## config.mk

```make
export PLATFORM = sky130hd
export DESIGN_NAME = reorder_buffer
export DESIGN_NICKNAME = d
export VERILOG_FILES = /design/src/rtl/reorder_buffer.sv
export SDC_FILE = /design/constraint.sdc
export NUM_CORES = 2
export LEC_CHECK = 0
export CAP_MARGIN = 20
export CORE_MARGIN = 5
export CORE_UTILIZATION = 50
export CTS_BUF_LIST = sky130_fd_sc_hd__clkbuf_4 sky130_fd_sc_hd__clkbuf_8
export CTS_CLUSTER_SIZE = 10
export DETAILED_ROUTE_END_ITERATION = 6
export PLACE_DENSITY = 0.77
export REMOVE_ABC_BUFFERS = 1
export SLEW_MARGIN = 20
export SYNTH_ARGS = -nofsm -noshare
export SYNTH_HDL_FRONTEND = slang
export SYNTH_SLANG_ARGS = --single-unit
```

## constraint.sdc

```tcl
create_clock -name clk -period 9.5 [get_ports clk]
set_clock_uncertainty 0.05 [all_clocks]
set_input_delay 1.9 -clock clk [delete_from_list [all_inputs] [get_ports clk]]
set_output_delay 1.9 -clock clk [all_outputs]
set_load 0.02 [all_outputs]
```

## src/rtl/reorder_buffer.sv

```systemverilog
// Circular reorder buffer: dual in-order allocation at the tail, indexed writeback,
// and dual in-order retirement from the head. One slot is kept free so tail==head means empty.
module reorder_buffer #(
  parameter int ENTRIES = 16,
  parameter int IDX_W   = 4,
  parameter int DATA_W  = 32
) (
  input  logic              clk,
  input  logic              rst_n,
  input  logic              alloc_a_valid,
  input  logic [4:0]        alloc_a_rd,
  input  logic              alloc_a_regwrite,
  input  logic              alloc_b_valid,
  input  logic [4:0]        alloc_b_rd,
  input  logic              alloc_b_regwrite,
  input  logic              wb0_valid,
  input  logic [IDX_W-1:0]  wb0_idx,
  input  logic [DATA_W-1:0] wb0_data,
  input  logic              wb1_valid,
  input  logic [IDX_W-1:0]  wb1_idx,
  input  logic [DATA_W-1:0] wb1_data,
  input  logic              flush,
  output logic [IDX_W-1:0]  rob_head,
  output logic [IDX_W-1:0]  rob_tail,
  output logic [IDX_W:0]    rob_count,
  output logic              rob_empty,
  output logic              commit0_valid,
  output logic [4:0]        commit0_rd,
  output logic              commit0_regwrite,
  output logic [DATA_W-1:0] commit0_data,
  output logic              commit1_valid,
  output logic [4:0]        commit1_rd,
  output logic              commit1_regwrite,
  output logic [DATA_W-1:0] commit1_data,
  output logic              alloc_err
);

  logic [ENTRIES-1:0] valid_q, valid_d;
  logic [ENTRIES-1:0] done_q, done_d;
  logic [ENTRIES-1:0] regwrite_q, regwrite_d;
  logic [4:0]         rd_q   [ENTRIES];
  logic [4:0]         rd_d   [ENTRIES];
  logic [DATA_W-1:0]  data_q [ENTRIES];
  logic [DATA_W-1:0]  data_d [ENTRIES];
  logic [IDX_W-1:0]   head_q, head_d;
  logic [IDX_W-1:0]   tail_q, tail_d;
  logic [IDX_W:0]     count_q, count_d;
  logic               alloc_err_q, alloc_err_d;

  logic [IDX_W-1:0]   head_p1;
  logic               c0, c1;
  logic [1:0]         n_alloc, n_commit;
  logic [IDX_W+1:0]   occ;
  logic               overflow;
  logic               a_we, b_we;
  logic [IDX_W-1:0]   a_idx, b_idx;
  logic               wb0_hit, wb1_hit;

  // Retirement candidates and commit ports; flush suppresses retirement entirely.
  always_comb begin
    head_p1          = head_q + IDX_W'(1);
    c0               = valid_q[head_q] & done_q[head_q] & ~flush;
    c1               = c0 & valid_q[head_p1] & done_q[head_p1];
    commit0_valid    = c0;
    commit0_rd       = c0 ? rd_q[head_q] : 5'd0;
    commit0_regwrite = c0 & regwrite_q[head_q];
    commit0_data     = c0 ? data_q[head_q] : {DATA_W{1'b0}};
    commit1_valid    = c1;
    commit1_rd       = c1 ? rd_q[head_p1] : 5'd0;
    commit1_regwrite = c1 & regwrite_q[head_p1];
    commit1_data     = c1 ? data_q[head_p1] : {DATA_W{1'b0}};
  end

  // Next-state: writeback, then retirement clears, then allocation; flush overrides all.
  always_comb begin
    n_alloc  = {1'b0, alloc_a_valid} + {1'b0, alloc_b_valid};
    n_commit = {1'b0, c0} + {1'b0, c1};
    occ      = (IDX_W+2)'(count_q) + (IDX_W+2)'(n_alloc) - (IDX_W+2)'(n_commit);
    overflow = (occ > (IDX_W+2)'(ENTRIES-1));
    a_idx    = tail_q;
    b_idx    = tail_q + IDX_W'(alloc_a_valid);
    a_we     = alloc_a_valid & ~overflow;
    b_we     = alloc_b_valid & ~overflow;
    // a slot being allocated is never valid, but the guard makes allocation priority explicit
    wb0_hit  = wb0_valid & valid_q[wb0_idx] & ~(a_we & (wb0_idx == a_idx))
               & ~(b_we & (wb0_idx == b_idx));
    wb1_hit  = wb1_valid & valid_q[wb1_idx] & ~(a_we & (wb1_idx == a_idx))
               & ~(b_we & (wb1_idx == b_idx));

    valid_d     = valid_q;
    done_d      = done_q;
    regwrite_d  = regwrite_q;
    rd_d        = rd_q;
    data_d      = data_q;
    head_d      = head_q;
    tail_d      = tail_q;
    count_d     = count_q;
    alloc_err_d = alloc_err_q;

    if (flush) begin
      valid_d = '0;
      done_d  = '0;
      head_d  = '0;
      tail_d  = '0;
      count_d = '0;
    end else begin
      // wb1 applied first so wb0 overrides it on a shared index
      done_d[wb1_idx]  = done_d[wb1_idx] | wb1_hit;
      data_d[wb1_idx]  = wb1_hit ? wb1_data : data_d[wb1_idx];
      done_d[wb0_idx]  = done_d[wb0_idx] | wb0_hit;
      data_d[wb0_idx]  = wb0_hit ? wb0_data : data_d[wb0_idx];

      valid_d[head_q]  = valid_d[head_q] & ~c0;
      done_d[head_q]   = done_d[head_q] & ~c0;
      valid_d[head_p1] = valid_d[head_p1] & ~c1;
      done_d[head_p1]  = done_d[head_p1] & ~c1;

      valid_d[a_idx]    = valid_d[a_idx] | a_we;
      done_d[a_idx]     = done_d[a_idx] & ~a_we;
      rd_d[a_idx]       = a_we ? alloc_a_rd : rd_d[a_idx];
      regwrite_d[a_idx] = a_we ? alloc_a_regwrite : regwrite_d[a_idx];
      valid_d[b_idx]    = valid_d[b_idx] | b_we;
      done_d[b_idx]     = done_d[b_idx] & ~b_we;
      rd_d[b_idx]       = b_we ? alloc_b_rd : rd_d[b_idx];
      regwrite_d[b_idx] = b_we ? alloc_b_regwrite : regwrite_d[b_idx];

      head_d      = head_q + IDX_W'(n_commit);
      tail_d      = tail_q + (overflow ? IDX_W'(0) : IDX_W'(n_alloc));
      count_d     = count_q + (overflow ? (IDX_W+1)'(0) : (IDX_W+1)'(n_alloc))
                    - (IDX_W+1)'(n_commit);
      alloc_err_d = alloc_err_q | (overflow & (n_alloc != 2'd0));
    end
  end

  // Control state with asynchronous reset.
  always_ff @(posedge clk or negedge rst_n) begin
    if (!rst_n) begin
      valid_q     <= '0;
      done_q      <= '0;
      head_q      <= '0;
      tail_q      <= '0;
      count_q     <= '0;
      alloc_err_q <= 1'b0;
    end else begin
      valid_q     <= valid_d;
      done_q      <= done_d;
      head_q      <= head_d;
      tail_q      <= tail_d;
      count_q     <= count_d;
      alloc_err_q <= alloc_err_d;
    end
  end

  // Payload storage; only meaningful while the matching valid bit is set.
  always_ff @(posedge clk) begin
    regwrite_q <= regwrite_d;
    rd_q       <= rd_d;
    data_q     <= data_d;
  end

  assign rob_head  = head_q;
  assign rob_tail  = tail_q;
  assign rob_count = count_q;
  assign rob_empty = (count_q == '0);
  assign alloc_err = alloc_err_q;

endmodule

```

==> results.yml <==
sta:
  tightest_slew_ns: 1.283
  period_share_pct: 92.48
  fmax_ghz: 0.1138
  period_needed_ns: 8.785
  hold_viol_final: 0
  setup_ws_ns: 0.7146
  rsz0062_at_grt: "false"
  drv_slew: 0
  max_slew_margin_pct: 14.47
  finalSetupViolCount: 0
  holdWs_ns: 0.4756
  tns_ns: 0
layout:
  nets: 5812
  drive_above_1_share_pct: 21.51
  final_util_pct: 55.68
  area_growth_pct: 10.60
yosys:
  syn_area_per_cell_sq_um: 10.03
  ys_warn_count: 0
  synth_commonest_cells: "nand2_1, o21ai_0, mux4_2"
  ys_seq_area_share_pct: 33.71
  yosysTopAreaCellShare_pct: 31.71
  synth_ff_type: "edfxtp_1"
  synth-edff-count: 608
  syn_inst: 5739
  syn-cell-area_sq_um: 57570
  synth_area_leaders: "edfxtp_1, mux4_2, o21ai_0, nand2_1, mux2i_1"
  ys_ff_latch: 654
  yosysUniqueCellTypes: 106
  post-synth-top-count-cell: "nand2_1"
  yosys.area.top_type: "edfxtp_1"
  async_flop_share_pct: 7.034
worst_setup_path:
  cp-end-kind: "flop"
  start_kind: "flop"
  crit_arrival_ns: 9.49
  slowest_delay_ns: 0.65
  crit_fanout: 18
  worstSetupPathType: "flop to flop"
  required_ns: 10.21
  critPathSlowestCell: "or4_4"
  critical-path-top-delay-family: "compound AO/OA/AOI/OAI gates"
  critPathBufInv: 5
pwr:
  switching_share_pct: 40.62
  power_frac_seq_pct: 32.4
  leakage_nw: 21.37
  intPower_mw: 7.230
  power.density_nw_per_um2: 191.2
  p_sw_mw: 4.945
  power.share.clock_pct: 23.9
  p_comb_share_pct: 43.7
  vdd_drop_max_uv: 169.5
  power_mw: 12.18
floorplanning:
  row_count: 124
  start_util_pct: 50.35
  fp.dieH_microns: 349.3
  dieArea_sq_um: 122000
  core_region_area_sq_um: 114300
  io_pins: 184
  die_w_microns: 349.3
cts:
  cts_sinks: 654
  htree_levels: 3
  holdBufCountCts: 0
  cts_tree: "built"
  cts_buffers: 119
  cts-root-buf: "clkbuf_8"
  path_clk_slew_ns: 0.07
  clockBufferDepth: 3
  insertion_delay_ns: 0.90
global_route:
  grt_pass1_vias: 53690
  grt_max_degree: 151
  grt_overflow: 0
  grt_util_all_layers_pct: 39.08
  grt_pass1_wl_mm: 355.5
  antenna_found_initial: 11
routing:
  viasPerCell: 7.633
  dr.pass1.iters: 7
  route.detailed.drc: 16
  drt-wirelength-per-cell_microns: 33.80
  num_vias: 55857
  ant_nets: 0
  wirelength_mm: 247.3
  drt_iter0_markers: 10305
placement:
  hpwl_mm: 148.0
  dp_slack_ns: 0.1237
  io_buffer_count: 183
  place_congestion: 1.022
hold_path:
  min_path_type: "flop to flop"
outcome:
  status: "complete, but fails checks"
  failed_checks: "DRC"
job:
  drv_cap: 0
final timing paths:
kind | from | endpoint | slack (ns) | depth (start not counted)
setup reg to reg | rob_head[0] | done_q[2] | 0.71 | 30
setup / recovery | rob_head[0] | done_q[2] | 0.71 | 30
min in group asynchronous | rst_n | rob_head[2] | 1.08 | 2
hold reg to reg | alloc_err | alloc_err | 0.48 | 1
max in group asynchronous | rst_n | rob_head[0] | 7.80 | 2
hold / removal | alloc_err | alloc_err | 0.48 | 1
metrics by stage:
| step | cells | instance area [sq um] |
|---|---|---|
| after floorplan | 5142 | 55170 |
| after global placement | 7079 | 61050 |
| after detailed placement | 7080 | 61070 |
| after CTS | 7297 | 63530 |
| after global routing | 7306 | 63640 |
| final | 7318 | 63670 |
power groups by stage:
stage / logic, mW / registers [mW] / clock network [mW]
2_1_floorplan: 3.48 / 4.04 / 0
3_3_place_gp: 5.03 / 3.94 / 0
3_5_place_dp: 5.10 / 3.98 / 0
4_1_cts: 5.13 / 3.92 / 2.89
5_1_grt: 5.60 / 3.97 / 3.03
6_report: 5.33 / 3.94 / 2.91
state kept, by name, summed over array words and instances, names as in the netlist:
signal / flops
rob_tail: 4
valid_q: 16
data_q: 512
rob_head: 4
regwrite_q: 16
done_q: 16
alloc_err: 1
rob_count: 5
rd_q: 80
layout make-up:
class                   count  area (sq um)
inverters                  34         135.1
clock inverters            60         490.5
fillers                  9691         50670
well taps                1512          1892
repair buffers            429          3742
multi-input cells        4454         35970
diodes                     18         45.04
flip-flops and latches    654         19430
clock buffers             157          1973
logic make-up after synthesis:
logic type	after synthesis	share of synthesized area, %
fa+ha+maj	29	0.6955
mux	954	30.65
compound gates	1651	16.72
simple gates	1790	13.32
flops	654	33.71
buf+inv	631	4.382
xor+xnor	30	0.5129
layout by cell type (no fill, tap or decap), types with 40 or more instances in the layout:
master,n
nand2_1,849
clkdlybuf4s50_1,174
a211oi_1,68
a21oi_1,458
mux2i_1,260
and3_1,50
o22ai_1,73
buf_4,244
clkbuf_8,128
nor2_1,560
nor2b_1,68
mux4_2,642
nand3_1,54
dfrtp_1,40
mux2_2,52
edfxtp_1,608
o21ai_0,713
per-layer routing:
metal	track usage, %	part of all wire (%)
met4	30.19	10
met2	56.01	41
met3	14.68	18
met1	47.76	31
met5	0.3080	0.038
timing repair:
| item | in CTS | in global routing |
|---|---|---|
| gates resized for setup | 0 | 1 |
| setup endpoints to repair | 0 | 32 |
| endpoints found under the hold margin | 0 | 0 |
| buffers inserted | 0 | 1 |
(Power assumes the default switching activity.)
